File: src/rtl/dual_ram_pkg.sv
// Shared sizing for the dual-address RAM: geometry and collision-counter width.
package dual_ram_pkg;
  localparam int ADDR_W = 3;
  localparam int DATA_W = 64;
  localparam int DEPTH  = 2 ** ADDR_W;
  localparam int CNT_W  = 8;
  localparam logic [CNT_W-1:0] CNT_MAX = '1;
endpackage

File: src/rtl/ram_port_stage.sv
// Stage-1 capture of one port's command (we/re/addr/din); cleared by reset so nothing in flight survives.
module ram_port_stage #(
  parameter int ADDR_W = dual_ram_pkg::ADDR_W,
  parameter int DATA_W = dual_ram_pkg::DATA_W
) (
  input  logic              clk,
  input  logic              rst_n,
  input  logic              we,
  input  logic              re,
  input  logic [ADDR_W-1:0] addr,
  input  logic [DATA_W-1:0] din,
  output logic              we_p1,
  output logic              re_p1,
  output logic [ADDR_W-1:0] addr_p1,
  output logic [DATA_W-1:0] din_p1
);

  // stage 0 -> stage 1
  always_ff @(posedge clk or negedge rst_n) begin
    if (!rst_n) begin
      we_p1   <= 1'b0;
      re_p1   <= 1'b0;
      addr_p1 <= '0;
      din_p1  <= '0;
    end else begin
      we_p1   <= we;
      re_p1   <= re;
      addr_p1 <= addr;
      din_p1  <= din;
    end
  end

endmodule

File: src/rtl/dual_address_ram_two_stage_pipeline.sv
// Two-port RAM with a two-stage pipeline per port: read-first commit, port 1 wins
// same-address dual writes, and a saturating collision counter.
module dual_address_ram_two_stage_pipeline #(
  parameter int ADDR_W = dual_ram_pkg::ADDR_W,
  parameter int DATA_W = dual_ram_pkg::DATA_W
) (
  input  logic              clk,
  input  logic              rst_n,
  input  logic              we1,
  input  logic              we2,
  input  logic              re1,
  input  logic              re2,
  input  logic [ADDR_W-1:0] addr1,
  input  logic [ADDR_W-1:0] addr2,
  input  logic [DATA_W-1:0] din1,
  input  logic [DATA_W-1:0] din2,
  output logic [DATA_W-1:0] dout1,
  output logic [DATA_W-1:0] dout2,
  output logic              vld1,
  output logic              vld2,
  output logic              wr_collision,
  output logic [7:0]        coll_cnt
);
  import dual_ram_pkg::*;

  localparam int MEM_DEPTH = 2 ** ADDR_W;

  function automatic logic [CNT_W-1:0] sat_inc(input logic [CNT_W-1:0] c);
    return (c == CNT_MAX) ? c : c + 1'b1;
  endfunction

  logic              we1_p1, re1_p1, we2_p1, re2_p1;
  logic [ADDR_W-1:0] addr1_p1, addr2_p1;
  logic [DATA_W-1:0] din1_p1, din2_p1;
  logic              coll_p1;
  logic [DATA_W-1:0] mem [MEM_DEPTH];

  ram_port_stage #(.ADDR_W(ADDR_W), .DATA_W(DATA_W)) u_port1 (
    .clk(clk), .rst_n(rst_n), .we(we1), .re(re1), .addr(addr1), .din(din1),
    .we_p1(we1_p1), .re_p1(re1_p1), .addr_p1(addr1_p1), .din_p1(din1_p1)
  );

  ram_port_stage #(.ADDR_W(ADDR_W), .DATA_W(DATA_W)) u_port2 (
    .clk(clk), .rst_n(rst_n), .we(we2), .re(re2), .addr(addr2), .din(din2),
    .we_p1(we2_p1), .re_p1(re2_p1), .addr_p1(addr2_p1), .din_p1(din2_p1)
  );

  assign coll_p1 = we1_p1 && we2_p1 && (addr1_p1 == addr2_p1);

  // stage 1 -> stage 2: commit writes; port 2 is suppressed when it collides with port 1
  always_ff @(posedge clk or negedge rst_n) begin
    if (!rst_n) begin
      for (int i = 0; i < MEM_DEPTH; i++) mem[i] <= '0;
    end else begin
      if (we2_p1 && !coll_p1) mem[addr2_p1] <= din2_p1;
      if (we1_p1)             mem[addr1_p1] <= din1_p1;
    end
  end

  // Reads sample mem before this edge's writes land, giving read-first behaviour.
  always_ff @(posedge clk or negedge rst_n) begin
    if (!rst_n) begin
      dout1        <= '0;
      dout2        <= '0;
      vld1         <= 1'b0;
      vld2         <= 1'b0;
      wr_collision <= 1'b0;
      coll_cnt     <= '0;
    end else begin
      vld1         <= re1_p1;
      vld2         <= re2_p1;
      wr_collision <= coll_p1;
      if (re1_p1) dout1 <= mem[addr1_p1];
      if (re2_p1) dout2 <= mem[addr2_p1];
      if (coll_p1) coll_cnt <= sat_inc(coll_cnt);
    end
  end

endmodule
File: config.mk
export PLATFORM = sky130hd
export DESIGN_NAME = dual_address_ram_two_stage_pipeline
export DESIGN_NICKNAME = d
export VERILOG_FILES = /design/src/rtl/dual_ram_pkg.sv /design/src/rtl/ram_port_stage.sv /design/src/rtl/dual_address_ram_two_stage_pipeline.sv
export SDC_FILE = /design/constraint.sdc
export NUM_CORES = 2
export LEC_CHECK = 0
export ABC_AREA = 1
export CAP_MARGIN = 20
export CORE_AREA = 2 2 343 345
export DETAILED_ROUTE_END_ITERATION = 10
export DIE_AREA = 0 0 345 347
export MAX_ROUTING_LAYER = met4
export PLACE_DENSITY = 0.77
export SYNTH_ARGS = -nofsm -noshare
export SYNTH_HDL_FRONTEND = slang
export SYNTH_SLANG_ARGS = --single-unit
File: constraint.sdc
create_clock -name clk -period 1.7 [get_ports clk]
set_input_delay 0.34 -clock clk [delete_from_list [all_inputs] [get_ports clk]]
set_output_delay 0.34 -clock clk [all_outputs]
set_load 0.02 [all_outputs]
==> impl_metrics.env <==
export IMPL_setup_ws_ns=-0.3492
export IMPL_worst_r2r_endpoint="mem[66]"
export IMPL_min_from="din1[26]"
export IMPL_ys_ff_latch=789
export IMPL_synth_adder_area_share_pct=0.02418
export IMPL_nNetsFinal=7658
export IMPL_crit_family="simple AND/OR/NAND/NOR gates"
export IMPL_syn_area_per_cell_um2=7.118
export IMPL_reg2regPathDepth=10
export IMPL_syn_nets=7411
export IMPL_wl_per_cell_um=21.92
export IMPL_htreeDepth=3
export IMPL_synth_top_family_by_area="simple AND/OR/NAND/NOR gates"
export IMPL_layout_drive_gt1_share_pct=22.43
export IMPL_clk_pin_slew_worst_paths_ns=0.06
export IMPL_cts_path_max_buffers=3
export IMPL_pin_count=279
export IMPL_routed_via_density=5.785
export IMPL_cts_sinks=789
export IMPL_relSlewSlack_pct=32.68
export IMPL_drtIter0Drc=7562
export IMPL_worstMarginPinSlew_ns=1.010
export IMPL_coreArea_um2=115700
export IMPL_critPathRequiredTime_ns=2.32
export IMPL_place_congestion=0.9351
export IMPL_fmax_mhz=488.0
export IMPL_holdPathStages=1
export IMPL_start_kind="flop"
export IMPL_drc=0
export IMPL_synth_xor_area_share_pct=0.08462
export IMPL_clkLatencyLatePin_ns=0.70
export IMPL_crit_start="u_port2.addr_p1[2]"
export IMPL_min_to="u_port1.din_p1[26]"
export IMPL_firstDrtPassIters=7
export IMPL_yosysWarnings=0
export IMPL_grt_usage_pct=32.24
export IMPL_path_max_fanout=17
export IMPL_area_growth_syn_to_layout_pct=23.35
export IMPL_grt_setup_unrepaired="true"
export IMPL_synthCells=7270
export IMPL_overflow=0
export IMPL_setup_violations=729
export IMPL_cp_common_cell="nand2_2"
export IMPL_cts_made_buffers=94
export IMPL_leakage_nw=31.73
export IMPL_worstReg2RegStart="u_port2.addr_p1[2]"
export IMPL_rrSetupSlack_ns=-0.35
export IMPL_cts_root_buf="clkbuf_16"
export IMPL_core_rowCount=125
export IMPL_antenna_found_initial=8
export IMPL_critPathMaxStageDelay_ns=0.57
export IMPL_slowest_stage="dfrtp_4"
export IMPL_die_width_um=345
export IMPL_syn_area_um2=51750
export IMPL_worst_path_buf_inv=3
export IMPL_dp_hpwl_mm=116.8
export IMPL_status="complete, but fails checks"
export IMPL_fillers=10138
export IMPL_synth_compound_area_share_pct=15.42
export IMPL_ys_seq_area_share_pct=38.15
export IMPL_start_util_pct=44.71
export IMPL_crit_chain="nand2_2, nand2_2, nor2_1, buf_4, nand2_4, nand3b_1, buf_6, buf_12, nand2_1, a21oi_2"
export IMPL_skew_ns=0.03368
export IMPL_vdd_drop_max_mv=0.7874
export IMPL_worstPathArrival_ns=2.67
export IMPL_yosysUniqueCellTypes=32
export IMPL_p_per_area_nw_per_um2=973.1
export IMPL_hold_violations=0
export IMPL_violations="negative setup slack"
export IMPL_power_total_mw=62.11
export IMPL_die_h_um=347
export IMPL_hold_path_class="in -> reg"
export IMPL_grt_max_degree=76
export IMPL_crit_type="reg -> reg"
export IMPL_ant_nets=0
export IMPL_fin_crit_ns=2.049
export IMPL_dp_slack_ns=-0.3835
export IMPL_end_kind="flop"
export IMPL_num_vias=52733
export IMPL_grt_pass1_vias=50101
export IMPL_port_buffers=278
export IMPL_placed_cell_area_um2=58270
export IMPL_synth_simple_area_share_pct=33.80
export IMPL_maxCapViolCount=0
export IMPL_synth_area_mux_share_pct=0
export IMPL_wirelength_mm=199.8
export IMPL_fp_dieArea_um2=119700
export IMPL_slew_viol_final=0
export IMPL_grt_pass1_wl_mm=294.6
export IMPL_stdcell_area_um2=63830
export IMPL_cts_tree="yes"
export IMPL_fin_crit_sh_pct=120.5
export IMPL_finalSetupTns_ns=-149.90
## cells by family after synthesis
kind of cell               count (synthesis)
and+or+nand+nor                         3899
buffers and inverters                   1447
AOI/OAI and AO/OA                       1129
DFF                                      789
xor gates and xnor gates                   5
adders and majority gates                  1
## repair_timing
item / in CTS / in global routing
setup endpoints to repair: 782 / 744
pin swaps: 5 / 51
hold endpoints to repair: 396 / 0
cloned: 17 / 37
hold buffers: 1 / 0
gates resized for setup: 391 / 216
buffers inserted: 20 / 22
## worst max-delay path by stage
stage,endpoint,slack [ns],cells after the start
floorplan,mem[61],0.05,12
global placement,coll_cnt[3],-0.33,11
detailed placement,mem[292],-0.38,9
CTS,dout2[26],-0.24,9
global route,mem[107],-0.38,10
finish,mem[66],-0.35,10
## area by class of cell
class / count / area [um2] / area share, %
multi-input combinational: 5036 / 26300 / 41.21
antenna: 6 / 15.01 / 0.02352
timing repair buffer: 746 / 9460 / 14.82
clock buffer: 133 / 2744 / 4.298
sequential: 789 / 19790 / 31.00
tap: 1524 / 1907 / 2.987
inverter: 850 / 3224 / 5.051
clock inverter: 31 / 392.9 / 0.6155
## registers in the layout, summed over array words and instances, names as in the netlist
register / cells
u_port1.addr_p1: 3
u_port2.re_p1: 1
mem: 512
dout2: 64
vld1: 1
coll_cnt: 8
dout1: 64
wr_collision: 1
u_port1.din_p1: 64
vld2: 1
u_port2.we_p1: 1
u_port1.re_p1: 1
u_port1.we_p1: 1
u_port2.addr_p1: 3
u_port2.din_p1: 64
## Yosys cell counts, drive strengths merged
library cell,instances,area (um2)
o22a,33,289.0
nor3,2,10.01
o21a,31,232.7
ha,1,12.51
xnor2,4,35.03
a21oi,579,4399
nand3b,8,60.06
clkbuf,262,983.4
nand2,2109,7926
inv,849,3187
dfrtp,789,19740
bufinv,1,17.52
o21ai,203,1016
nand3,559,4830
buf,335,2292
o211ai,217,1629
or2,32,200.2
xor2,1,8.760
o22ai,66,412.9
nor2,1189,4466
## report_power, final
group          internal (mW)  total (mW)  switching (mW)
sequential              22.3        25.2            2.91
combinational           6.46        15.9            9.44
clock                   12.4        21.0            8.62
## cells in the final DEF (no fill, tap or decap), types with 42 or more instances in the layout
cell type	instances
clkdlybuf4s50_1	138
inv_1	827
a21oi_1	153
nand3_1	138
nor2_1	1176
a21oi_2	426
buf_12	168
nand3_2	405
dfrtp_1	769
o21ai_0	201
o22ai_1	64
buf_2	42
o211ai_1	217
clkbuf_16	131
dlygate4sd2_1	94
nand2_2	85
buf_4	193
nand2_1	2006
## per-stage QoR
| stage | utilization [%] | std cells | hold slack (ns) |
|---|---|---|---|
| final | 55.15 | 9115 | 0.08175 |
| after global placement | 50.35 | 8851 | 0.2237 |
| after floorplan | - | 7270 | 0.04441 |
| after CTS | 53.62 | 9053 | 0.05984 |
| after global routing | 55.15 | 9114 | 0.08300 |
| after detailed placement | 50.35 | 8851 | 0.2191 |
## metal layers
| layer | vias up | GRT usage (%) | part of all wire [%] |
|---|---|---|---|
| met4 | 0 | 18.90 | 6.9 |
| met2 | 3896 | 46.79 | 42 |
| met5 | - | - | 0 |
| met3 | 1076 | 7.543 | 14 |
| li1 | 23139 | - | - |
| met1 | 24622 | 41.06 | 37 |
## worst reg2reg max path, stage by stage, from the launching register on
cell      delay [ns]
dfrtp_4         0.57
nand2_2         0.12
nand2_2         0.05
nor2_1          0.09
buf_4           0.17
nand2_4         0.10
nand3b_1        0.20
buf_6           0.22
buf_12          0.20
nand2_1         0.12
a21oi_2         0.15
Note: power is estimated with default switching activity, not from simulation.
